===== src/rtl/mux_sel_arb_pkg.sv =====
// Shared types and constants for the two-requester mux select arbiter.
package mux_sel_arb_pkg;

    typedef enum logic [1:0] {
        IDLE  = 2'd0,
        GNT_A = 2'd1,
        GNT_B = 2'd2
    } arb_state_e;

    localparam logic SEL_A = 1'b1;
    localparam logic SEL_B = 1'b0;

    // Round-robin pointer encoding: which side wins the next tie.
    localparam logic RR_A = 1'b0;
    localparam logic RR_B = 1'b1;

    function automatic logic sel_for_state(arb_state_e st, logic sel_hold);
        case (st)
            GNT_A:   return SEL_A;
            GNT_B:   return SEL_B;
            default: return sel_hold;
        endcase
    endfunction

endpackage


===== src/rtl/mux_sel_arbiter_burst_cnt.sv =====
// Per-grant transfer counter: clear, increment, saturate at MAX_BURST-1, terminal-count flag.
module mux_sel_burst_cnt #(
    parameter int unsigned MAX_BURST = 4,
    parameter int unsigned CNT_W     = $clog2(MAX_BURST + 1)
) (
    input  logic             clk,
    input  logic             rst,
    input  logic             clr,
    input  logic             inc,
    output logic [CNT_W-1:0] cnt,
    output logic             tc_c
);

    localparam logic [CNT_W-1:0] CNT_LAST = CNT_W'(MAX_BURST - 1);

    logic [CNT_W-1:0] cnt_q;
    logic [CNT_W-1:0] cnt_d;

    assign tc_c = (cnt_q == CNT_LAST);
    assign cnt  = cnt_q;

    // Clear wins over increment; increment at terminal count holds (saturation).
    always_comb begin
        cnt_d = cnt_q;
        if (clr) begin
            cnt_d = '0;
        end else if (inc && !tc_c) begin
            cnt_d = cnt_q + CNT_W'(1);
        end
    end

    always_ff @(posedge clk) begin
        if (rst) begin
            cnt_q <= '0;
        end else begin
            cnt_q <= cnt_d;
        end
    end

endmodule


===== src/rtl/mux_sel_arbiter.sv =====
// Round-robin owner of the shared 2:1 mux select with per-grant burst cap.
// Optional MUX_SEL_ARB_LOCK_EN adds a lock input that suspends the burst cap.
module mux_sel_arbiter
    import mux_sel_arb_pkg::*;
#(
    parameter  int unsigned MAX_BURST = 4,
    localparam int unsigned CNT_W     = $clog2(MAX_BURST + 1)
) (
    input  logic             clk,
    input  logic             rst,
    input  logic             req_a,
    input  logic             req_b,
    input  logic             out_ready,
`ifdef MUX_SEL_ARB_LOCK_EN
    input  logic             lock,
`endif
    output logic             gnt_a,
    output logic             gnt_b,
    output logic             sel,
    output logic             out_valid,
    output logic [CNT_W-1:0] burst_cnt
);

    arb_state_e state_q, state_d;
    logic       gnt_a_q, gnt_a_d;
    logic       gnt_b_q, gnt_b_d;
    logic       sel_q, sel_d;
    logic       rr_q, rr_d;
    logic       cnt_clr, cnt_inc, cnt_tc_c;
    logic       xfer_c, lock_c;

`ifdef MUX_SEL_ARB_LOCK_EN
    assign lock_c = lock;
`else
    assign lock_c = 1'b0;
`endif

    assign out_valid = (gnt_a_q & req_a) | (gnt_b_q & req_b);
    assign xfer_c    = out_valid & out_ready;

    mux_sel_burst_cnt #(
        .MAX_BURST (MAX_BURST),
        .CNT_W     (CNT_W)
    ) u_burst_cnt (
        .clk  (clk),
        .rst  (rst),
        .clr  (cnt_clr),
        .inc  (cnt_inc),
        .cnt  (burst_cnt),
        .tc_c (cnt_tc_c)
    );

    // Next-state: releases hand over directly to the other side when it is waiting.
    always_comb begin
        state_d = state_q;
        rr_d    = rr_q;
        cnt_clr = 1'b0;
        cnt_inc = 1'b0;

        case (state_q)
            IDLE: begin
                if (req_a && (!req_b || rr_q == RR_A)) begin
                    state_d = GNT_A;
                end else if (req_b) begin
                    state_d = GNT_B;
                end
            end
            GNT_A: begin
                if (!req_a || (xfer_c && cnt_tc_c && !lock_c)) begin
                    rr_d    = RR_B;
                    cnt_clr = 1'b1;
                    if (req_b) begin
                        state_d = GNT_B;
                    end else if (req_a) begin
                        state_d = GNT_A;
                    end else begin
                        state_d = IDLE;
                    end
                end else begin
                    cnt_inc = xfer_c;
                end
            end
            GNT_B: begin
                if (!req_b || (xfer_c && cnt_tc_c && !lock_c)) begin
                    rr_d    = RR_A;
                    cnt_clr = 1'b1;
                    if (req_a) begin
                        state_d = GNT_A;
                    end else if (req_b) begin
                        state_d = GNT_B;
                    end else begin
                        state_d = IDLE;
                    end
                end else begin
                    cnt_inc = xfer_c;
                end
            end
            default: begin
                state_d = IDLE;
                cnt_clr = 1'b1;
            end
        endcase

        gnt_a_d = (state_d == GNT_A);
        gnt_b_d = (state_d == GNT_B);
        sel_d   = sel_for_state(state_d, sel_q);
    end

    always_ff @(posedge clk) begin
        if (rst) begin
            state_q <= IDLE;
            gnt_a_q <= 1'b0;
            gnt_b_q <= 1'b0;
            sel_q   <= SEL_B;
            rr_q    <= RR_A;
        end else begin
            state_q <= state_d;
            gnt_a_q <= gnt_a_d;
            gnt_b_q <= gnt_b_d;
            sel_q   <= sel_d;
            rr_q    <= rr_d;
        end
    end

    assign gnt_a = gnt_a_q;
    assign gnt_b = gnt_b_q;
    assign sel   = sel_q;

endmodule


===== config.mk =====
export PLATFORM = sky130hd
export DESIGN_NAME = mux_sel_arbiter
export DESIGN_NICKNAME = d
export VERILOG_FILES = /design/src/rtl/mux_sel_arb_pkg.sv /design/src/rtl/mux_sel_arbiter_burst_cnt.sv /design/src/rtl/mux_sel_arbiter.sv
export SDC_FILE = /design/constraint.sdc
export NUM_CORES = 1
export LEC_CHECK = 0
export CORE_MARGIN = 1.5
export CORE_UTILIZATION = 35
export DETAILED_ROUTE_END_ITERATION = 7
export DONT_BUFFER_PORTS = 1
export GPL_TIMING_DRIVEN = 0
export SYNTH_ARGS = -nofsm -noshare
export SYNTH_HDL_FRONTEND = slang
export SYNTH_SLANG_ARGS = --single-unit

===== constraint.sdc =====
create_clock -name clk -period 2.5 [get_ports clk]
set_input_delay 0.5 -clock clk [delete_from_list [all_inputs] [get_ports clk]]
set_output_delay 0.5 -clock clk [all_outputs]
set_load 0.01 [all_outputs]

-- Word-level counts from Yosys, hierarchy flattened
Cells that the tools add are included.
- $add $sub $neg: 1
- eq/ne operators: 7
- multiplexer cells: 19
- bitwise logic cells: 5
- reduce and logical (&&, ||, !) cells: 14
- operators by type and width (cell ; number):
    two-way mux 2 bit ; 7
    two-way mux 1 bit ; 7
    one-hot mux 1 bit (2 select lines) ; 3
    one-hot mux 2 bit (3 select lines) ; 1
    == test 2 x 1 -> 1 bit, second input constant ; 2
    == test 2 bit, second input constant ; 2
    != test 2 bit, second input constant ; 2
    nonzero test 2 bit ; 2
    adder 3 x 1 -> 3 bit, second input constant ; 1
    bitwise AND 1 bit ; 3
    == test 3 x 2 -> 1 bit, second input constant ; 1
    logical AND 1 bit ; 3
    zero test 1 bit ; 3
    logical OR 1 bit ; 3
    one-hot mux 1 bit (3 select lines) ; 1
    AND reduction 3 bit ; 1
    zero test 2 bit ; 1
    OR reduction 2 bit ; 1
    inverter 1 bit ; 1
    bitwise OR 1 bit ; 1
- register bits: 9
- input port bits: 5
- output and inout bits: 7
- word-level logic and storage cells: 52

-- Longest topological paths before layout
- depth after elaboration: 9
- gate-level depth with buffers: 11

-- Cells and area by module
From an unflattened synthesis, not the netlist that was laid out.
- cell total of the unflattened synthesis: 84
- area total of the unflattened synthesis: 723.2 um2
- modules (own cells, without submodules) (module ; times used ; cells each ; area an instance (um2) ; seq. area each (um2)):
    mux_sel_arbiter ; 1 ; 71 ; 570.5 ; 120.1
    mux_sel_burst_cnt ; 1 ; 13 ; 152.6 ; 60.1

-- Worst setup path after synthesis
OpenSTA, ideal clock, no wires.
- kind: reg2reg
- start point: register state_q[1]
- end point: register sel_q, in the netlist sel
- library setup time: 0.114 ns
- arrival time: 1.921 ns
- setup slack: 0.465 ns
- stages on the path, launching flop included: 12
- buffers on the path: 1
- period minus slack after synthesis: 2.035 ns
- path through: dfxtp_1 -> inv_1 -> ha_1 -> buf_2 -> a22o_1 -> a32o_1 -> o21ai_2 -> a21oi_1 -> ha_1 -> nor2_1 -> a21oi_1 -> nor2_1
- cells in the longest elaborated chain, start to end: 5
- elaborated cells on any way between the ends: 12
- ends and longest elaborated chain (item ; RTL line ; RTL):
    from (decl) ; mux_sel_arbiter.sv:24 ; arb_state_e state_q, state_d;
    from (signal assigned) ; mux_sel_arbiter.sv:117 ; state_q <= state_d;
    two-way mux 2 bit ; mux_sel_arbiter.sv:64 ; end else if (req_b) begin
    two-way mux 2 bit ; mux_sel_arbiter.sv:62 ; if (req_a && (!req_b || rr_q == RR_A)) begin
    one-hot mux 2 bit (3 select lines) * ; mux_sel_arbiter.sv:60 ; case (state_q)
    net state_d[1] ; mux_sel_arbiter.sv:24 ;
    == test 2 bit or == test 2 x 1 -> 1 bit (tied branches) ; mux_sel_arb_pkg.sv:18 ; case (st)
    one-hot mux 1 bit (2 select lines) or nonzero test 2 bit (tied branches) ; - ;
    to (signal assigned) ; mux_sel_arbiter.sv:120 ; sel_q <= sel_d;
    to (decl) ; mux_sel_arbiter.sv:27 ; logic sel_q, sel_d;
The timed path passes the listed nets; every way through them passes the cells marked *.
A chain may end at the register's enable or synchronous reset.

-- Worst setup path in the final report
- start point: register state_q[0]
- end point: register sel_q, in the netlist sel
- elaborated cells on any way between the ends: 12
- RTL lines (item ; RTL line):
    == test 2 bit (tied with other cells) ; mux_sel_arbiter.sv:60
    one-hot mux 2 bit (3 select lines) * ; mux_sel_arbiter.sv:60
    net state_d[1] ; mux_sel_arbiter.sv:24
    == test 2 bit or == test 2 x 1 -> 1 bit (tied branches) ; mux_sel_arb_pkg.sv:18
    one-hot mux 1 bit (2 select lines) or nonzero test 2 bit (tied branches) ; -
Marks and branches as above.

==> results.yml <==
run_status:
  run_status: "finished clean"
synthesis:
  synth_warnings: 0
  synthesis.area_um2: 734.5
  leading_cell_types_by_total_area_after_synthesis: "dfxtp_1, ha_1, a21oi_1, inv_1, o21ai_0"
  syn_inst: 84
  yosysTopAreaCellShare_pct: 24.53
  synth-edff-count: 0
  synth.ff_latch_count: 9
  postSynth.topFlopCell: "dfxtp_1"
  synth_fp_nets: 98
  synthDistinctLibCells: 35
  synth_top_cell_by_area: "dfxtp_1"
  seq_area_frac_synth_pct: 24.53
  postSynth.asyncResetShare_pct: 0
  syn_area_per_cell_um2: 8.744
global_route:
  grt_usage_pct: 12.41
  grt_first_pass_wirelength_um: 2359
  via_count_of_the_first_global_routing_pass: 547
  grt_residual_overflow: 0
  largest_net_degree_at_the_start_of_global_routing: 11
  number_of_antenna_violations_at_the_first_check_in_global_routing: 0
cts:
  cts_hold_buf: 0
  post_cts.resized_instances: 0
  clock_insertion_delay_worst_skew_ns: 0.25
  cts_made_buffers: 3
  tritoncts_clock_tree: "yes"
  cts_root_buffer: "clkbuf_4"
  cts_setup_buffers: 0
  clock_sink_count: 9
  clk_path_buf_depth: 2
  clkSlewWorstSetupHoldPaths_ns: 0.06
  maximum_level_of_the_cts_h_tree: 1
timing:
  maxSlewHeadroom_pct: 74.12
  timing_max_transition_violations_final: 0
  finalSetupViolations: 0
  post-route-period-util_pct: 90.82
  fin_crit_ns: 2.270
  setup_repair_after_global_routing_missed_its_margin: "no"
  final.setup_skew_ns: 0.001480
  tightestPinTransition_ns: 0.3877
  max_freq_mhz: 440.4
  hold_violations: 0
  finalSetupTns_ns: 0
placement:
  place_congestion: 0.8148
  placed_cell_area_um2: 768.2
  place_hpwl_um: 1165
  placed_cells: 111
  io_buffers: 0
floorplanning:
  die_width_um: 48.81
  die_ht_um: 48.81
  floorplan.die_area_um2: 2382
  initial_cell_density_of_the_core_pct: 37.44
  core-area_um2: 1962
  std_cell_rows: 16
  top_level_ports: 12
final_layout:
  post_route_cells_drive_above_1_share_pct: 14.77
  synthToLayoutAreaGrowth_pct: 8.177
  n_fill_cell: 231
  final_cells: 115
  n_antenna_cell: 0
  num-nets-final: 103
  final_core_util_pct: 40.50
  stdcell_area_um2: 794.5
power:
  ir_worst_vdd_uv: 272.2
  totalPowerFinal_uw: 455.8
  p_per_area_nw_per_um2: 573.6
  total_leakage_power_uw: 0.0003384
worst_hold_path:
  worstHoldPathType: "input pin to register"
worst_setup_path:
  start_kind: "register"
  worst_setup_path_startpoint: "state_q[0]$_SDFF_PP0_"
  timing.critical_path.cells: "inv_1 -> ha_1 -> a22o_1 -> a32o_1 -> o21ai_2 -> a21oi_1 -> ha_1 -> nor2_1 -> a21oi_1 -> nor2_1"
  rr_endpoint: "sel$_SDFFE_PP0P_"
  timing.critical_path.to_type: "register"
  crit_arrival_ns: 2.42
  ff2ff_path_depth: 10
  crit_end: "sel$_SDFFE_PP0P_"
  cpMaxStageDelayCell: "dfxtp_1"
  criticalPathCategory: "register to register"
  regToRegSetupSlack_ns: 0.23
  required_time_of_the_critical_path_ns: 2.65
  critical_path_peak_fanout: 6
  critical_path.max_stage_delay_ns: 0.43
  crit_reg_reg_startpoint: "state_q[0]$_SDFF_PP0_"
routing:
  antenna_violating_nets_post_route: 0
  totalWireLength_um: 1453
  detailroute.via_count: 615
  drt_first_pass_iters: 4
  detail_route.wl_per_cell_um: 12.63
  post-route-drc-count: 0
  vias_per_inst: 5.348
  initialDrtViolationCount: 10
job:
  drv_cap: 0
## cell type report
type	count	area, um^2	area share (%)
buffer	3	27.53	3.465
clock buffer	4	26.28	3.307
tap	27	33.78	4.252
sequential	9	180.2	22.68
multi-input combinational	65	500.5	62.99
inverter	7	26.28	3.307
## stage by stage
stage | setup WS (ns) | hold WS (ns)
finish | 0.2296 | 0.3107
detailed placement | 0.2433 | 0.5307
global placement | 0.2679 | 0.5192
CTS | 0.2270 | 0.3033
global route | 0.05901 | 0.2965
floorplan | 0.4651 | 0.4886
## cells in the mapped netlist, types with 2 or more instances
library cell and count:
nand2_1 4, nor2b_1 2, and3_1 2, o22ai_1 2, inv_1 7, ha_1 9
dfxtp_1 9, buf_6 2, o21ai_0 5, nor2_1 4, a32oi_1 2, a21oi_1 11
a21o_1 3
## layout by cell type (no fill, tap or decap), types with 3 or more instances in the layout
cell type / n
dfxtp_1: 9
inv_1: 7
a21o_1: 3
nand2_1: 4
a21oi_1: 11
ha_1: 9
o21ai_0: 5
clkbuf_4: 3
nor2_1: 4
## registers in the layout, indices dropped and copies added, names as in the netlist
register / count
state_q: 2
gnt_a: 1
u_burst_cnt.cnt: 3
rr_q: 1
sel: 1
gnt_b: 1
## worst max-delay path: cells and delay by family, from the launching register on
family / cells / cell delay [ns]
buffers and inverters: 1 / 0.09
adder cells (fa/ha/maj): 2 / 0.60
AND/OR/NAND/NOR: 2 / 0.10
AO/OA/AOI/OAI: 5 / 0.95
flip-flops: 1 / 0.43
## per-layer routing
metal / up-vias / share of wire (%) / global-route usage, %
met4: 0 / 0.62 / 4.286
met3: 2 / 5.2 / 2.761
met1: 279 / 52 / 17.40
met2: 12 / 42 / 18.72
met5: - / 0 / 0
li1: 322 / - / -
## logic make-up after synthesis
kind of cell	Yosys count	synth area share (%)
DFF	9	24.53
adders and majority gates	9	15.33
buffers and inverters	10	7.325
AOI/OAI and AO/OA	35	34.07
and+or+nand+nor	21	18.74
## where the power goes
part	internal, uW	total [uW]	switching (uW)
combinational	69.1	155	86.3
sequential	162	192	30.5
clock	61.3	108	46.9
total	292	456	164
## how the worst min path moves through the flow
stage	slack (ns)	startpoint	to	cells past startpoint
4_1_cts	0.30	rst	gnt_b$_SDFF_PP0_	1
6_report	0.31	rst	gnt_b$_SDFF_PP0_	1
2_1_floorplan	0.49	rr_q$_SDFFE_PP0P_	rr_q$_SDFFE_PP0P_	2
5_1_grt	0.30	rst	sel$_SDFFE_PP0P_	1
3_3_place_gp	0.52	rr_q$_SDFFE_PP0P_	rr_q$_SDFFE_PP0P_	2
3_5_place_dp	0.53	rr_q$_SDFFE_PP0P_	rr_q$_SDFFE_PP0P_	2
(Power assumes the default switching activity.)
